===== config.mk =====
export PLATFORM = sky130hd
export DESIGN_NAME = instr_mem_loader
export DESIGN_NICKNAME = d
export VERILOG_FILES = /design/src/rtl/instr_mem_loader.sv
export SDC_FILE = /design/constraint.sdc
export NUM_CORES = 1
export LEC_CHECK = 0
export BUFFER_PORTS_ARGS = -buffer_cell sky130_fd_sc_hd__buf_2
export CAP_MARGIN = 0
export CELL_PAD_IN_SITES_DETAIL_PLACEMENT = 1
export CELL_PAD_IN_SITES_GLOBAL_PLACEMENT = 1
export CORE_MARGIN = 4
export CORE_UTILIZATION = 48
export CTS_CLUSTER_DIAMETER = 60
export DETAILED_ROUTE_END_ITERATION = 12
export PLACE_DENSITY_LB_ADDON = 0.1
export SLEW_MARGIN = 10
export SYNTH_ARGS = -nofsm -noshare
export SYNTH_HDL_FRONTEND = slang
export SYNTH_SLANG_ARGS = --single-unit

===== constraint.sdc =====
create_clock -name clk -period 7.35 [get_ports clk]
set_input_delay 0.3675 -clock clk [delete_from_list [all_inputs] [get_ports clk]]
set_output_delay 0.3675 -clock clk [all_outputs]
set_load 0.02 [all_outputs]

===== src/rtl/instr_mem_loader.sv =====
// Program loader: assembles a little-endian byte stream into 32-bit words and writes them
// to instruction memory, holding the core in reset while the load is in progress.
module instr_mem_loader #(
  parameter int unsigned DEPTH = 1024,
  parameter int unsigned LEN_W = 11
) (
  input  logic             clk,
  input  logic             reset,
  input  logic             start,
  input  logic [31:0]      base_addr,
  input  logic [LEN_W-1:0] len_words,
  input  logic [7:0]       s_data,
  input  logic             s_valid,
  output logic             s_ready,
  output logic             WE,
  output logic [31:0]      WA,
  output logic [31:0]      WD,
  output logic             busy,
  output logic             cpu_hold,
  output logic             done,
  output logic             err
);

  typedef enum logic [1:0] {StIdle, StLoad, StFinish} state_e;

  state_e           state_q, state_d;
  logic [29:0]      word_addr_q, word_addr_d;
  logic [LEN_W-1:0] count_q, count_d;
  logic [1:0]       byte_idx_q, byte_idx_d;
  logic [23:0]      partial_q, partial_d;
  logic             s_ready_q, s_ready_d;
  logic             we_q, we_d;
  logic [31:0]      wa_q, wa_d;
  logic [31:0]      wd_q, wd_d;
  logic             busy_q, busy_d;
  logic             done_q, done_d;
  logic             err_q, err_d;

  logic        accept;
  logic [32:0] end_word;
  logic        unused_addr_bits;

  assign unused_addr_bits = ^base_addr[1:0];
  assign accept   = s_ready_q & s_valid;
  // One past the last word touched; wide enough that it can never wrap.
  assign end_word = {3'b000, base_addr[31:2]} + 33'(len_words);

  always_comb begin
    state_d     = state_q;
    word_addr_d = word_addr_q;
    count_d     = count_q;
    byte_idx_d  = byte_idx_q;
    partial_d   = partial_q;
    s_ready_d   = s_ready_q;
    we_d        = 1'b0;
    wa_d        = wa_q;
    wd_d        = wd_q;
    busy_d      = busy_q;
    done_d      = 1'b0;
    err_d       = 1'b0;

    unique case (state_q)
      StIdle: begin
        if (start) begin
          if (end_word > 33'(DEPTH)) begin
            err_d = 1'b1;
          end else if (len_words == '0) begin
            state_d = StFinish;
            busy_d  = 1'b1;
            done_d  = 1'b1;
          end else begin
            state_d     = StLoad;
            word_addr_d = base_addr[31:2];
            count_d     = len_words;
            byte_idx_d  = 2'd0;
            partial_d   = '0;
            busy_d      = 1'b1;
            s_ready_d   = 1'b1;
          end
        end
      end
      StLoad: begin
        if (accept) begin
          if (byte_idx_q == 2'd3) begin
            we_d        = 1'b1;
            wa_d        = {word_addr_q, 2'b00};
            wd_d        = {s_data, partial_q};
            word_addr_d = word_addr_q + 30'd1;
            count_d     = count_q - LEN_W'(1);
            byte_idx_d  = 2'd0;
            if (count_q == LEN_W'(1)) begin
              s_ready_d = 1'b0;
            end
          end else begin
            // Shift right so that after three bytes partial holds {b2, b1, b0}.
            partial_d  = {s_data, partial_q[23:8]};
            byte_idx_d = byte_idx_q + 2'd1;
          end
        end else if (count_q == '0) begin
          state_d = StFinish;
          busy_d  = 1'b0;
          done_d  = 1'b1;
        end
      end
      StFinish: begin
        state_d = StIdle;
        busy_d  = 1'b0;
      end
      default: state_d = StIdle;
    endcase
  end

  always_ff @(posedge clk or posedge reset) begin
    if (reset) begin
      state_q     <= StIdle;
      word_addr_q <= '0;
      count_q     <= '0;
      byte_idx_q  <= '0;
      partial_q   <= '0;
      s_ready_q   <= 1'b0;
      we_q        <= 1'b0;
      wa_q        <= '0;
      wd_q        <= '0;
      busy_q      <= 1'b0;
      done_q      <= 1'b0;
      err_q       <= 1'b0;
    end else begin
      state_q     <= state_d;
      word_addr_q <= word_addr_d;
      count_q     <= count_d;
      byte_idx_q  <= byte_idx_d;
      partial_q   <= partial_d;
      s_ready_q   <= s_ready_d;
      we_q        <= we_d;
      wa_q        <= wa_d;
      wd_q        <= wd_d;
      busy_q      <= busy_d;
      done_q      <= done_d;
      err_q       <= err_d;
    end
  end

  assign s_ready  = s_ready_q;
  assign WE       = we_q;
  assign WA       = wa_q;
  assign WD       = wd_q;
  assign busy     = busy_q;
  assign cpu_hold = busy_q;
  assign done     = done_q;
  assign err      = err_q;

endmodule


# == Word-level counts from Yosys, hierarchy flattened ==
# Index checks and enable logic that the tools add are counted.
# classes
addsub,4
reduce_logical,12
div_mod_pow,0
mux,54
shifts,0
bitwise,1
n_mul,0
n_eq_ne,13
n_lt_le_gt_ge,1
# ops
operator,count
$mux 30,5
$mux 24,5
$pmux 30 s2,1
$mux 11,5
$pmux 24 s2,1
$add 30x11->31,1
$gt 31x11->1 const B,1
$add 30x1->30 const B,1
$logic_not 11->1,2
$pmux 11 s2,1
$mux 1,21
$mux 2,10
$ne 2x2->1 const B,9
$reduce_and 6->1,2
$eq 11x1->1 const B,1
$sub 11x1->11 const B,1
$reduce_and 5->1,2
$pmux 2 s2,2
$reduce_and 7->1,1
$eq 2x2->1 const B,2
$pmux 1 s2,2
$reduce_and 4->1,1
$pmux 1 s3,1
$reduce_and 3->1,1
6 further kinds,6
# totals
output_inout_bits,70
mem_bits_ro,0
latch_bits,0
mem_count,0
reg_bits,136
ramBits,0

# == Longest topological paths before layout ==
# Gate-level depths: netlist of the first run.
# logic_depth
ltp_word,5
depth_mapped,15
ltp_nobuf,12

# == Worst setup path after synthesis of the first run ==
# Ideal clock, no wire load.
# synth_timing
kind,input-to-reg
from,input port base_addr[2]
to,register word_addr_q[20]
setup_ps,132
stages,14
path_slack_ps,3646
path_buffers,2
arrival_time_ps,3572
cell_sequence,ha_1 > fa_1 > a21o_1 > a311oi_2 > or2_1 > buf_6 > o21ai_1 > or3_1 > a2111o_1 > or3b_1 > o21a_1 > nor2_4 > buf_4 > a22oi_1
# synth_between
elab_chain_len,4
# synth_lines
item,line_no,text
"start, declared",10,"input logic [31:0] base_addr,"
$add 30x11->31,46,"assign end_word = {3'b000, base_addr[31:2]} + 33'(len_words);"
$gt 31x11->1,65,if (end_word > 33'(DEPTH)) begin
$ne 2x2->1 (no line),n/a,
$reduce_and 6->1 (no line),n/a,
"end signal, assigned",129,word_addr_q <= word_addr_d;
"end, declared",27,"logic [29:0] word_addr_q, word_addr_d;"
# No other way between the ends.
# A chain may end at the register's enable or synchronous reset.

# == Worst setup path in the final report of the first run ==
# layout_timing
from,input port len_words[9]
to,register word_addr_q[23]
# layout_between
elab_chain_len,4
elab_cells_between_ends,6
cone_classes,add/sub (1); order compare (1); eq/ne (2); reduce/logical (2)
# layout_lines
item,line_no,text
"start, declared",11,"input logic [LEN_W-1:0] len_words,"
$add 30x11->31,46,
$gt 31x11->1,65,
$ne 2x2->1 (no line),n/a,
$reduce_and 6->1 (no line) *,n/a,
# Mark *: on every way between the ends. The rest lies on a longest branch, timed or not.

==> metrics.md, run 1 <==
| Metric | Value |
|---|---|
| Vert. Die Dim | `134 um` |
| Crit path capture type | `flop` |
| Max Clk Rate | `0.224 GHz` |
| Final wirelength | `23.6 mm` |
| Slew margin rel. | `0.143` |
| Vias post-DR | `6694` |
| Starting DRT DRC Count | `461` |
| Multi-input combinational cell area | `3850 sq um` |
| Commonest cells after routing, fill and taps aside | `dfrtp_1, buf_2, nand2_1` |
| Worst Path Required | `7.59 ns` |
| WL per Instance | `21.7 um` |
| Post-DRT Antenna Nets | `0` |
| Placed insts | `1055` |
| Total of fill cells in the finished design | `1741` |
| Global placement routability congestion | `0.983` |
| CTS buffer count | `17` |
| First-pass GRT wire length | `38.2 mm` |
| Starting Density | `0.495` |
| H-tree depth | `4` |
| Main synth FF type | `dfrtp_1` |
| Crit path time final | `4.47 ns` |
| FF+latch count, synth | `136` |
| Actual slew at the worst max-slew pin | `1.28 ns` |
| Fin crit share | `0.608` |
| Die ar. | `17900 sq um` |
| Post-synthesis sequential area ratio | `0.447` |
| Layout cell share with drive strength beyond 1 | `0.260` |
| Post-Syn Area | `7610 sq um` |
| Setup violators final | `0` |
| Sequential cell area | `3400 sq um` |
| Finished Layout Cells | `1087` |
| Clock Pin Slew Worst Setup and Hold Paths | `0.06 ns` |
| Met1 wire length | `10.1 mm` |
| Post-route cell area | `8850 sq um` |
| Insertion delay to the later sink of the worst-skew pair | `0.42 ns` |
| Row count | `45` |
| Placed Area | `8270 sq um` |
| Status | `completed` |
| Port bufs | `120` |
| GRT overflow | `0` |
| DR top layer | `met4` |
| DP HPWL | `16.9 mm` |
| GRT Total Usage | `0.267` |
| Post-layout nets | `937` |
| # diodes | `0` |
| Resized cells post-CTS | `0` |
| I/O pins | `125` |
| Max Transition Viols Final | `0` |
| Number of global-route vias before repair | `6956` |
| Horiz. Die Dim | `134 um` |
| DR vias/cell | `6.16` |
| Post-CTS Setup Inserts | `0` |
| Clock skew | `0.0107 ns` |
| Peak supply drop | `0.000159 V` |
| DRC Markers | `0` |
| CP Max Fanout | `36` |
| Max cap viols | `0` |
| Met2 WL post-DR | `11.8 mm` |
| Synth async-reset ratio | `1.00` |
| Fin Setup TNS | `0 ns` |
| Critical path class | `primary input to flop` |
| Area delta synth->final | `16.2%` |
| Clk sinks | `136` |
| CTS tree | `built` |
| Root Buffer | `clkbuf_16` |
| Bufs on Longest Clock Path | `2` |
| Hold crit path type | `primary input to async pin` |
| Initial antenna violation count | `0` |
| Post-synthesis cell count | `764` |
| Pleak | `0.00415 uW` |
| Final core utilization | `0.576` |
| Mean post-synth cell area | `9.97 sq um` |
| DR pass1 iterations | `5` |
| Crit path arrival time | `4.71 ns` |
| Largest net degree at the start of global routing | `98` |
| Worst setup SP type | `primary input` |
| Pwr/cell area | `208 nW/um^2` |
| Final Hold Viols | `0` |
| Netlist cell types | `79` |
| Syn. warnings | `0` |
| Area of the core | `15400 sq um` |
| Most common cell after layout, fill and taps aside | `dfrtp_1` |
| Met3 WL | `1.25 mm` |
| Post-CTS Hold Fix Bufs | `0` |
| Number of synthesized flops with an enable pin | `0` |
| RSZ-0062 raised after global routing | `false` |
==> per-stage QoR <==
step	setup WS, ns	hold slack, ns	total power [uW]
2_1_floorplan	3.34	0.465	949
3_3_place_gp	2.59	0.466	993
3_5_place_dp	2.53	0.472	1000
4_1_cts	2.94	0.0789	1850
5_1_grt	2.68	0.118	1910
6_report	2.88	0.0618	1840
==> worst max-delay path: stages <==
cell       delay [ns]
buf_2            0.15
ha_1             0.46
nand2_1          0.17
a2111oi_1        1.15
o2111a_1         0.33
a211oi_1         0.09
nor3b_1          0.40
nand4_1          0.26
o21a_1           0.35
nor2_4           0.75
a22oi_1          0.23
==> area by class of cell <==
class | count | share of cell area
Clock buffer | 23 | 0.0529
Clock inverter | 9 | 0.0130
Inverter | 29 | 0.0129
Multi-Input combinational cell | 555 | 0.436
Sequential cell | 136 | 0.385
Tap cell | 211 | 0.0298
Timing Repair Buffer | 124 | 0.0713
==> final timing paths <==
path                                       startpoint                           to  slack [ns]  cells past startpoint
setup / recovery                         len_words[9]  word_addr_q[23]$_DFFE_PP0P_        2.88                     11
hold / removal                                  reset                 WE$_DFF_PP0_        0.06                      2
setup reg to reg           word_addr_q[0]$_DFFE_PP0P_  word_addr_q[23]$_DFFE_PP0P_        4.10                      8
hold reg to reg                    WA[22]$_DFFE_PP0P_           WA[22]$_DFFE_PP0P_        0.49                      2
max in group asynchronous                       reset   word_addr_q[4]$_DFFE_PP0P_        5.99                      3
min in group clk                            s_data[2]    partial_q[18]$_DFFE_PP0P_        0.18                      2
==> cell families after synthesis <==
kind of cell	Yosys count	share of synthesized area
flops	136	0.447
mux	64	0.0935
fa+ha+maj	19	0.0322
simple gates	224	0.151
buf+inv	74	0.0493
other cells	1	0.000492
xor+xnor	7	0.00805
compound gates	239	0.218
==> cells in the mapped netlist, types with 3 or more instances <==
cell type    n  share of area
a211oi_1     8         0.0079
a21o_1       5         0.0049
a21oi_1     48          0.032
a22o_1      26          0.030
a22oi_1      4         0.0039
a31oi_1     36          0.030
and2_1       3         0.0025
and3_1       8         0.0066
buf_1        6         0.0030
buf_2        3         0.0020
buf_4       13          0.013
buf_6        3         0.0044
clkbuf_1    18         0.0089
dfrtp_1    136           0.45
ha_1        18          0.030
inv_1       29          0.014
mux2_2      57          0.084
mux2i_1      7         0.0092
nand2_1     62          0.031
nand2b_1    11         0.0090
nand3_1     51          0.034
nand4_1     10         0.0082
nor2_1      30          0.015
nor3_1      18          0.012
nor3b_1      3         0.0030
nor4_1       6         0.0049
o211ai_1     6         0.0059
o21a_1       3         0.0030
o21ai_0     42          0.028
o221ai_1     3         0.0035
o22ai_1     20          0.016
o31ai_1      3         0.0030
o41ai_1      3         0.0035
or3_1        3         0.0025
or4_1        5         0.0049
xnor2_1      6         0.0069
==> per-layer routing <==
layer  vias up  track usage
li1       3083            -
met1      3378        0.350
met2       200        0.454
met3        33       0.0570
met4         0       0.0686
met5         -            0
==> where the power goes <==
part	total, uW	switching [uW]	internal [uW]
Combinational	229	158	71.5
Sequential	761	4.29	756
Clock	847	327	520
Total	1840	489	1350
==> sequential cells by signal (all words and copies together), names as in the netlist <==
signal / flops
busy: 1
partial_q: 24
WA: 30
word_addr_q: 30
err: 1
done: 1
WE: 1
byte_idx_q: 2
s_ready: 1
WD: 32
state_q: 2
count_q: 11
(Power assumes the default switching activity.)
==> inputs of run 2 (changes only) <==
--- a/config.mk
+++ b/config.mk
@@ -5,12 +5,13 @@
 export SDC_FILE = /design/constraint.sdc
 export NUM_CORES = 1
 export LEC_CHECK = 0
+export ABC_AREA = 1
 export BUFFER_PORTS_ARGS = -buffer_cell sky130_fd_sc_hd__buf_2
 export CAP_MARGIN = 0
 export CELL_PAD_IN_SITES_DETAIL_PLACEMENT = 1
 export CELL_PAD_IN_SITES_GLOBAL_PLACEMENT = 1
 export CORE_MARGIN = 4
-export CORE_UTILIZATION = 48
+export CORE_UTILIZATION = 42
 export CTS_CLUSTER_DIAMETER = 60
 export DETAILED_ROUTE_END_ITERATION = 12
 export PLACE_DENSITY_LB_ADDON = 0.1
==> constraint.sdc (replaced) <==
create_clock -name clk -period 4.4 [get_ports clk]
set_input_delay 0.22 -clock clk [delete_from_list [all_inputs] [get_ports clk]]
set_output_delay 0.22 -clock clk [all_outputs]
set_load 0.02 [all_outputs]
==> run 2 against run 1 <==
Net effect:
- the run now ends with negative hold slack left
- design area grew 6.0%
- wire length grew 3.1%
- count of clock-buffer cells in the layout shrank 6
- clock power grew 64%
- setup slack got worse by 1.7 ns
- clock skew decreased by 0.00068 ns
- synthesized cell count up 46%
- flip-flop and latch count stayed put
- register-to-register slack got worse by 2.6 ns
- first-iteration DRC count shrank 26%
- largest power group is now combinational cells
==> metrics.md, run 2 <==
| Metric | Value |
|---|---|
| Status | `finished with violations` |
| Failing checks | `negative hold slack` |
| Clock skew | `0.0100 ns (-0.000677 ns)` |
| Post-synthesis sequential area ratio | `0.423 (-0.0243)` |
| Horiz. Die Dim | `146 um (+9.3%)` |
| CTS buffer count | `17 (unchanged)` |
| Max Clk Rate | `0.313 GHz` |
| Post-CTS Setup Inserts | `0 (unchanged)` |
| Synth async-reset ratio | `1.00 (unchanged)` |
| Peak supply drop | `0.000296 V (+87%)` |
| Max Transition Viols Final | `0 (unchanged)` |
| Die ar. | `21500 sq um (+20%)` |
| RSZ-0062 raised after global routing | `false` |
| Slew margin rel. | `0.358 (+0.215)` |
| Largest net degree at the start of global routing | `104 (+6.1%)` |
| Resized cells post-CTS | `0 (unchanged)` |
| Combinational share of power | `0.379 (+0.254)` |
| DR vias/cell | `5.18 (-16%)` |
| I/O pins | `125 (unchanged)` |
| FF+latch count, synth | `136 (unchanged)` |
| Sequential cell area | `3400 sq um (unchanged)` |
| Setup violators final | `0 (unchanged)` |
| Total of fill cells in the finished design | `2442 (+40%)` |
| Count leader, synth | `nand2_1` |
| Post-DRT Antenna Nets | `0 (unchanged)` |
| Vias post-DR | `7595 (+13%)` |
| DRC Markers | `0 (unchanged)` |
| Main synth FF type | `dfrtp_1` |
| Fin Setup TNS | `0 ns (unchanged)` |
| GRT overflow | `0 (unchanged)` |
| Layout cell share with drive strength beyond 1 | `0.165 (-0.0956)` |
| CP Max Fanout | `48 (+33%)` |
| Post-synthesis cell count | `1114 (+46%)` |
| Post-layout nets | `1294 (+38%)` |
| Vert. Die Dim | `146 um (+9.3%)` |
| Fin crit share | `0.726` |
| Multi-input combinational cell area | `4020 sq um (+4.3%)` |
| Final wirelength | `24.3 mm (+3.1%)` |
| Worst r2r src | `word_addr_q[0]$_DFFE_PP0P_` |
| GRT Total Usage | `0.233 (-0.0347)` |
| DR pass1 iterations | `4 (-1)` |
| Top cell type's share of synthesized area | `0.423 (-0.0243)` |
| Global placement routability congestion | `0.884 (-10%)` |
| Actual slew at the worst max-slew pin | `0.964 ns (-0.319 ns)` |
| Insertion delay to the later sink of the worst-skew pair | `0.42 ns (about the same)` |
| Area of the core | `18800 sq um (+22%)` |
| WHS | `-0.0129 ns (-0.0747 ns)` |
| Worst Path Required | `4.72 ns (-2.87 ns)` |
| Starting Density | `0.429 (-0.0663)` |
| Final Hold Viols | `2 (+2)` |
| Root Buffer | `clkbuf_16` |
| Crit path capture type | `flop` |
| Worst r2r dst | `word_addr_q[28]$_DFFE_PP0P_` |
| Netlist cell types | `43 (-46%)` |
| Pwr/cell area | `558 nW/um^2 (+170%)` |
| Number of synthesized flops with an enable pin | `0 (unchanged)` |
| P_int | `2950 uW (+120%)` |
| Bufs on Longest Clock Path | `2 (unchanged)` |
| WL per Instance | `16.6 um (-24%)` |
| Max cap viols | `0 (unchanged)` |
| H-tree depth | `4 (unchanged)` |
| Initial antenna violation count | `0 (unchanged)` |
| Post-CTS Hold Fix Bufs | `1 (+1)` |
| Number of global-route vias before repair | `7874 (+13%)` |
| Top cells by count, synth | `nand2_1, dfrtp_1, inv_1, nor2_1, o21ai_0` |
| Starting DRT DRC Count | `341 (-26%)` |
| Worst setup startpoint | `len_words[0]` |
| Crit path time final | `3.19 ns` |
| Area delta synth->final | `16.5%` |
| Sw Share | `0.437 (+0.171)` |
| Reg power frac | `0.356 (-0.058)` |
| Synth top area cells | `dfrtp_1, nand2_1, inv_1` |
| Syn. warnings | `0 (unchanged)` |
| DP HPWL | `18.0 mm (+6.3%)` |
| Max FFs per register | `32 (unchanged)` |
| Post-Syn Area | `8050 sq um (+5.8%)` |
| Clock Pin Slew Worst Setup and Hold Paths | `0.07 ns (about the same)` |
| Crit path arrival time | `3.51 ns (-1.20 ns)` |
| Critical path class | `primary input to flop` |
| Clock share of power | `0.265 (-0.196)` |
| First-pass GRT wire length | `40.6 mm (+6.4%)` |
| Worst setup SP type | `primary input` |
| Row count | `50 (+11%)` |
| Reg2Reg Setup Slack | `1.50 ns (-2.60 ns)` |
| CTS tree | `built` |
| Hold crit path type | `primary input to async pin` |
| Commonest cells after routing, fill and taps aside | `nand2_1, dfrtp_1, buf_2` |
| Worst reg-to-reg path cell count | `13 (+5)` |
| Most common cell after layout, fill and taps aside | `nand2_1` |
| Clk sinks | `136 (unchanged)` |
| Sw power | `2290 uW (+370%)` |
| # diodes | `0 (unchanged)` |
| Pleak | `0.00496 uW (+20%)` |
| Area leader, netlist | `dfrtp_1` |
| Mean post-synth cell area | `7.23 sq um (-27%)` |
| Port bufs | `120 (unchanged)` |
run 2: how the worst max path moves through the flow:
stage,endpoint,slack (ns),depth (start not counted)
6_report,partial_q[17]$_DFFE_PP0P_,1.21,18
5_1_grt,partial_q[10]$_DFFE_PP0P_,0.87,19
4_1_cts,partial_q[17]$_DFFE_PP0P_,1.20,18
3_5_place_dp,partial_q[16]$_DFFE_PP0P_,0.78,18
3_3_place_gp,partial_q[17]$_DFFE_PP0P_,0.87,19
2_1_floorplan,WA[10]$_DFFE_PP0P_,0.54,1
run 2: cell families (layout without fill, tap and decap cells):
group / after synthesis / after routing / share of synthesized area
xor+xnor: 26 / 26 / 0.0283
fa+ha+maj: 19 / 19 / 0.0305
other cells: 1 / 2 / 0.000466
mux: 10 / 10 / 0.0124
buf+inv: 151 / 269 / 0.0794
simple gates: 625 / 625 / 0.329
flops: 136 / 136 / 0.423
compound gates: 146 / 146 / 0.0971
run 2: layout make-up:
type,instances,area share
clock inverter,15,0.0163
sequential,136,0.363
tap,234,0.0312
multi-input combinational,828,0.428
inverter,110,0.0446
timing repair buffer,127,0.0712
clock buffer,17,0.0454
run 2: layer usage:
layer,track usage,vias up,part of all wire
li1,-,3787,-
met1,0.320,3645,0.48
met2,0.380,138,0.47
met3,0.0419,25,0.039
met4,0.0616,0,0.015
met5,0,-,0
run 2: power groups by stage:
stage	clock network (uW)	registers (uW)	logic [uW]
5_1_grt	1480	1920	2250
6_report	1390	1860	1980
3_3_place_gp	0	1870	1900
2_1_floorplan	0	1880	1480
4_1_cts	1410	1860	2000
3_5_place_dp	0	1880	1960
run 2: critical path, stage by stage:
cell and delay [ns]:
buf_2 0.13, ha_1 0.23, fa_1 0.44, nand2_1 0.12, nand2_1 0.14, nand3_1 0.13, nand2_1 0.08, nand3b_1 0.08
nand2_1 0.11, nand2_1 0.08, nand3_1 0.07, nor2_1 0.18, nand3_1 0.11, nor2_2 0.15, nand3_2 0.12, nand2_4 0.20
nand2_2 0.50, o21ai_0 0.38
run 2: stage by stage:
step / area, sq um / power, uW / utilization / setup slack [ns] / instances
finish: 9380 / 5240 / 0.500 / 1.21 / 1467
global route: 9380 / 5650 / 0.500 / 0.873 / 1467
CTS: 9380 / 5270 / 0.500 / 1.20 / 1467
detailed placement: 8790 / 3840 / 0.468 / 0.778 / 1434
global placement: 8790 / 3770 / 0.468 / 0.865 / 1434
floorplan: 8060 / 3360 / - / 0.541 / 1115
==> inputs of run 3 (changes only) <==
--- a/config.mk
+++ b/config.mk
@@ -11,7 +11,7 @@
 export CELL_PAD_IN_SITES_DETAIL_PLACEMENT = 1
 export CELL_PAD_IN_SITES_GLOBAL_PLACEMENT = 1
 export CORE_MARGIN = 4
-export CORE_UTILIZATION = 42
+export CORE_UTILIZATION = 37
 export CTS_CLUSTER_DIAMETER = 60
 export DETAILED_ROUTE_END_ITERATION = 12
 export PLACE_DENSITY_LB_ADDON = 0.1
==> constraint.sdc (replaced) <==
create_clock -name clk -period 2.75 [get_ports clk]
set_input_delay 0.1375 -clock clk [delete_from_list [all_inputs] [get_ports clk]]
set_output_delay 0.1375 -clock clk [all_outputs]
set_load 0.02 [all_outputs]
==> run 3 against run 2 <==
Net effect:
- the run now ends clean
- design area up 5.2%
- final cell count rose by 5.5%
- non-clock buffer count grew 40
- clock skew rose by 0.0031 ns
- via count is 1.8% higher
- global-route usage decreased by 2.0 points
- die area is 13% higher
- critical path type is now flop to flop
- highest routed layer unchanged
==> metrics.md, run 3 (synthesis results as in run 2) <==
| Metric | Value |
|---|---|
| Vias post-DR | `7732 (+1.8%)` |
| Pwr/cell area | `891 nW/um^2 (+60%)` |
| Most common cell after layout, fill and taps aside | `nand2_1` |
| Peak supply drop | `0.000403 V (+36%)` |
| WL per Instance | `16.2 um (-2.6%)` |
| Post-layout nets | `1334 (+3.1%)` |
| Met1 usage in global routing | `0.306 (-0.0140)` |
| Post-DRT Antenna Nets | `0 (unchanged)` |
| Largest net degree at the start of global routing | `137 (+32%)` |
| Slew margin rel. | `0.487 (+0.129)` |
| Pleak | `0.00520 uW (+4.9%)` |
| Horiz. Die Dim | `156 um (+6.2%)` |
| DRC Markers | `0 (unchanged)` |
| CP top delay family | `compound AO/OA/AOI/OAI gates` |
| Max Clk Rate | `0.394 GHz` |
| Crit path arrival time | `2.84 ns (-0.67 ns)` |
| Worst r2r src | `state_q[0]$_DFFE_PP0P_` |
| CP Max Fanout | `40 (-17%)` |
| Clock Pin Slew Worst Setup and Hold Paths | `0.07 ns (about the same)` |
| CTS tree | `built` |
| Finished Layout Cells | `1548 (+5.5%)` |
| WP buf/inv | `4 (+3)` |
| Placed insts | `1506 (+5.0%)` |
| First-pass GRT wire length | `41.5 mm (+2.1%)` |
| DR pass1 iterations | `5 (+1)` |
| Clk sinks | `136 (unchanged)` |
| DR vias/cell | `4.99 (-3.5%)` |
| Bufs on Longest Clock Path | `2 (unchanged)` |
| Area delta synth->final | `22.5%` |
| RSZ-0062 raised after global routing | `false` |
| Worst reg-to-reg path cell count | `11 (-2)` |
| Crit path capture type | `flop` |
| Worst r2r dst | `word_addr_q[16]$_DFFE_PP0P_` |
| Cells along the critical path | `inv_1 > ha_1 > inv_1 > nor2_1 > inv_1 > nand2_1 > a21oi_1 > nand2_2 > buf_12 > nand2_1 > o21ai_1` |
| Layout cell share with drive strength beyond 1 | `0.188 (+0.0231)` |
| GR Util met3 | `0.0248 (-0.0171)` |
| Max FFs per register | `32 (unchanged)` |
| Routing usage on met2 | `0.340 (-0.0395)` |
| WHS | `0.0589 ns (+0.0718 ns)` |
| Hold crit path type | `primary input to flop` |
| Critical path class | `flop to flop` |
| DP HPWL | `18.9 mm (+5.2%)` |
| Starting Density | `0.379 (-0.0496)` |
| CTS buffer count | `17 (unchanged)` |
| Worst setup startpoint | `state_q[0]$_DFFE_PP0P_` |
| Setup violators final | `0 (unchanged)` |
| H-tree depth | `4 (unchanged)` |
| Critical Path Stages | `11 (-7)` |
| Vert. Die Dim | `156 um (+6.2%)` |
| Delay of the slowest critical-path stage | `0.57 ns (+0.07 ns)` |
| End of the critical path | `word_addr_q[16]$_DFFE_PP0P_` |
| Global routing's busiest layer | `met2` |
| Worst setup SP type | `flop` |
| Max cap viols | `0 (unchanged)` |
| Row count | `53 (+6.0%)` |
| Final wirelength | `25.0 mm (+2.8%)` |
| Area of the core | `21200 sq um (+13%)` |
| Clock skew | `0.0131 ns (+0.00308 ns)` |
| Slowest stage cell, crit path | `a21oi_1` |
| # diodes | `0 (unchanged)` |
| Insertion delay to the later sink of the worst-skew pair | `0.43 ns (about the same)` |
| GRT Total Usage | `0.213 (-0.0199)` |
| Root Buffer | `clkbuf_16` |
| Crit path time final | `2.54 ns` |
| GRT overflow | `0 (unchanged)` |
| Number of global-route vias before repair | `7906 (+0.41%)` |
| Status | `completed` |
| Worst Path Required | `3.05 ns (-1.67 ns)` |
| Final Hold Viols | `0 (-2)` |
| Max Transition Viols Final | `0 (unchanged)` |
| Die ar. | `24200 sq um (+13%)` |
| Commonest cells after routing, fill and taps aside | `nand2_1, dfrtp_1, buf_2` |
| Actual slew at the worst max-slew pin | `0.770 ns (-0.194 ns)` |
| Critical path's most frequent cell | `inv_1` |
| Fin crit share | `0.924` |
| Starting DRT DRC Count | `431 (+26%)` |
| Global placement routability congestion | `0.851 (-3.7%)` |
| Final core utilization | `0.465 (-0.0348)` |
| I/O pins | `125 (unchanged)` |
| Initial antenna violation count | `0 (unchanged)` |
| Port bufs | `120 (unchanged)` |
| Reg2Reg Setup Slack | `0.21 ns (-1.29 ns)` |
run 3: power by group:
part           total (uW)  internal [uW]  leakage (uW)  switching (uW)
registers            2980           2510       0.00182             462
logic                3410           1150       0.00307            2260
clock network        2410           1400      0.000308            1010
run 3: per-stage QoR:
step                      TNS, ns  total power (uW)  area [sq um]  worst slack, ns
final                           0              8790          9870            0.209
after global routing            0              9510          9870           0.0357
after CTS                       0              8880          9840           0.0456
after detailed placement    -4.13              6380          9110          -0.0985
after global placement    -0.0218              6270          9110          -0.0161
after floorplan                 0              5380          8060            0.280
run 3: tightest hold or removal path, stage by stage:
cell,delay [ns]
buf_2,0.09
o21ai_0,0.09
o21ai_2,0.13
run 3: area by class of cell:
cell class,count,area [sq um]
repair buffers,167,1030
well taps,275,344
flip-flops and latches,136,3400
multi-input cells,828,4050
fillers,2756,11400
clock inverters,15,201
inverters,110,417
clock buffers,17,425
run 3: routing by layer:
layer  up-vias  part of all wire
met5         -                 0
met4         0             0.017
met3        22             0.037
met2       145              0.46
met1      3697              0.49
li1       3868                 -
run 3: how the worst min path moves through the flow:
stage	start	depth (start not counted)	slack [ns]	to
final	base_addr[2]	3	0.06	word_addr_q[0]$_DFFE_PP0P_
after global routing	base_addr[2]	3	0.06	word_addr_q[0]$_DFFE_PP0P_
after CTS	base_addr[2]	3	0.05	word_addr_q[0]$_DFFE_PP0P_
after detailed placement	s_data[1]	3	0.36	WD[25]$_DFFE_PP0P_
after global placement	s_data[0]	3	0.37	WD[24]$_DFFE_PP0P_
after floorplan	s_data[0]	2	0.25	WD[24]$_DFFE_PP0P_
run 3: timing repair:
item                                    CTS  global route
endpoints found under the setup margin    0             3
resized for setup                         0             6
hold buffers                             10             0
endpoints found under the hold margin   124             0
buffers inserted                          0             0
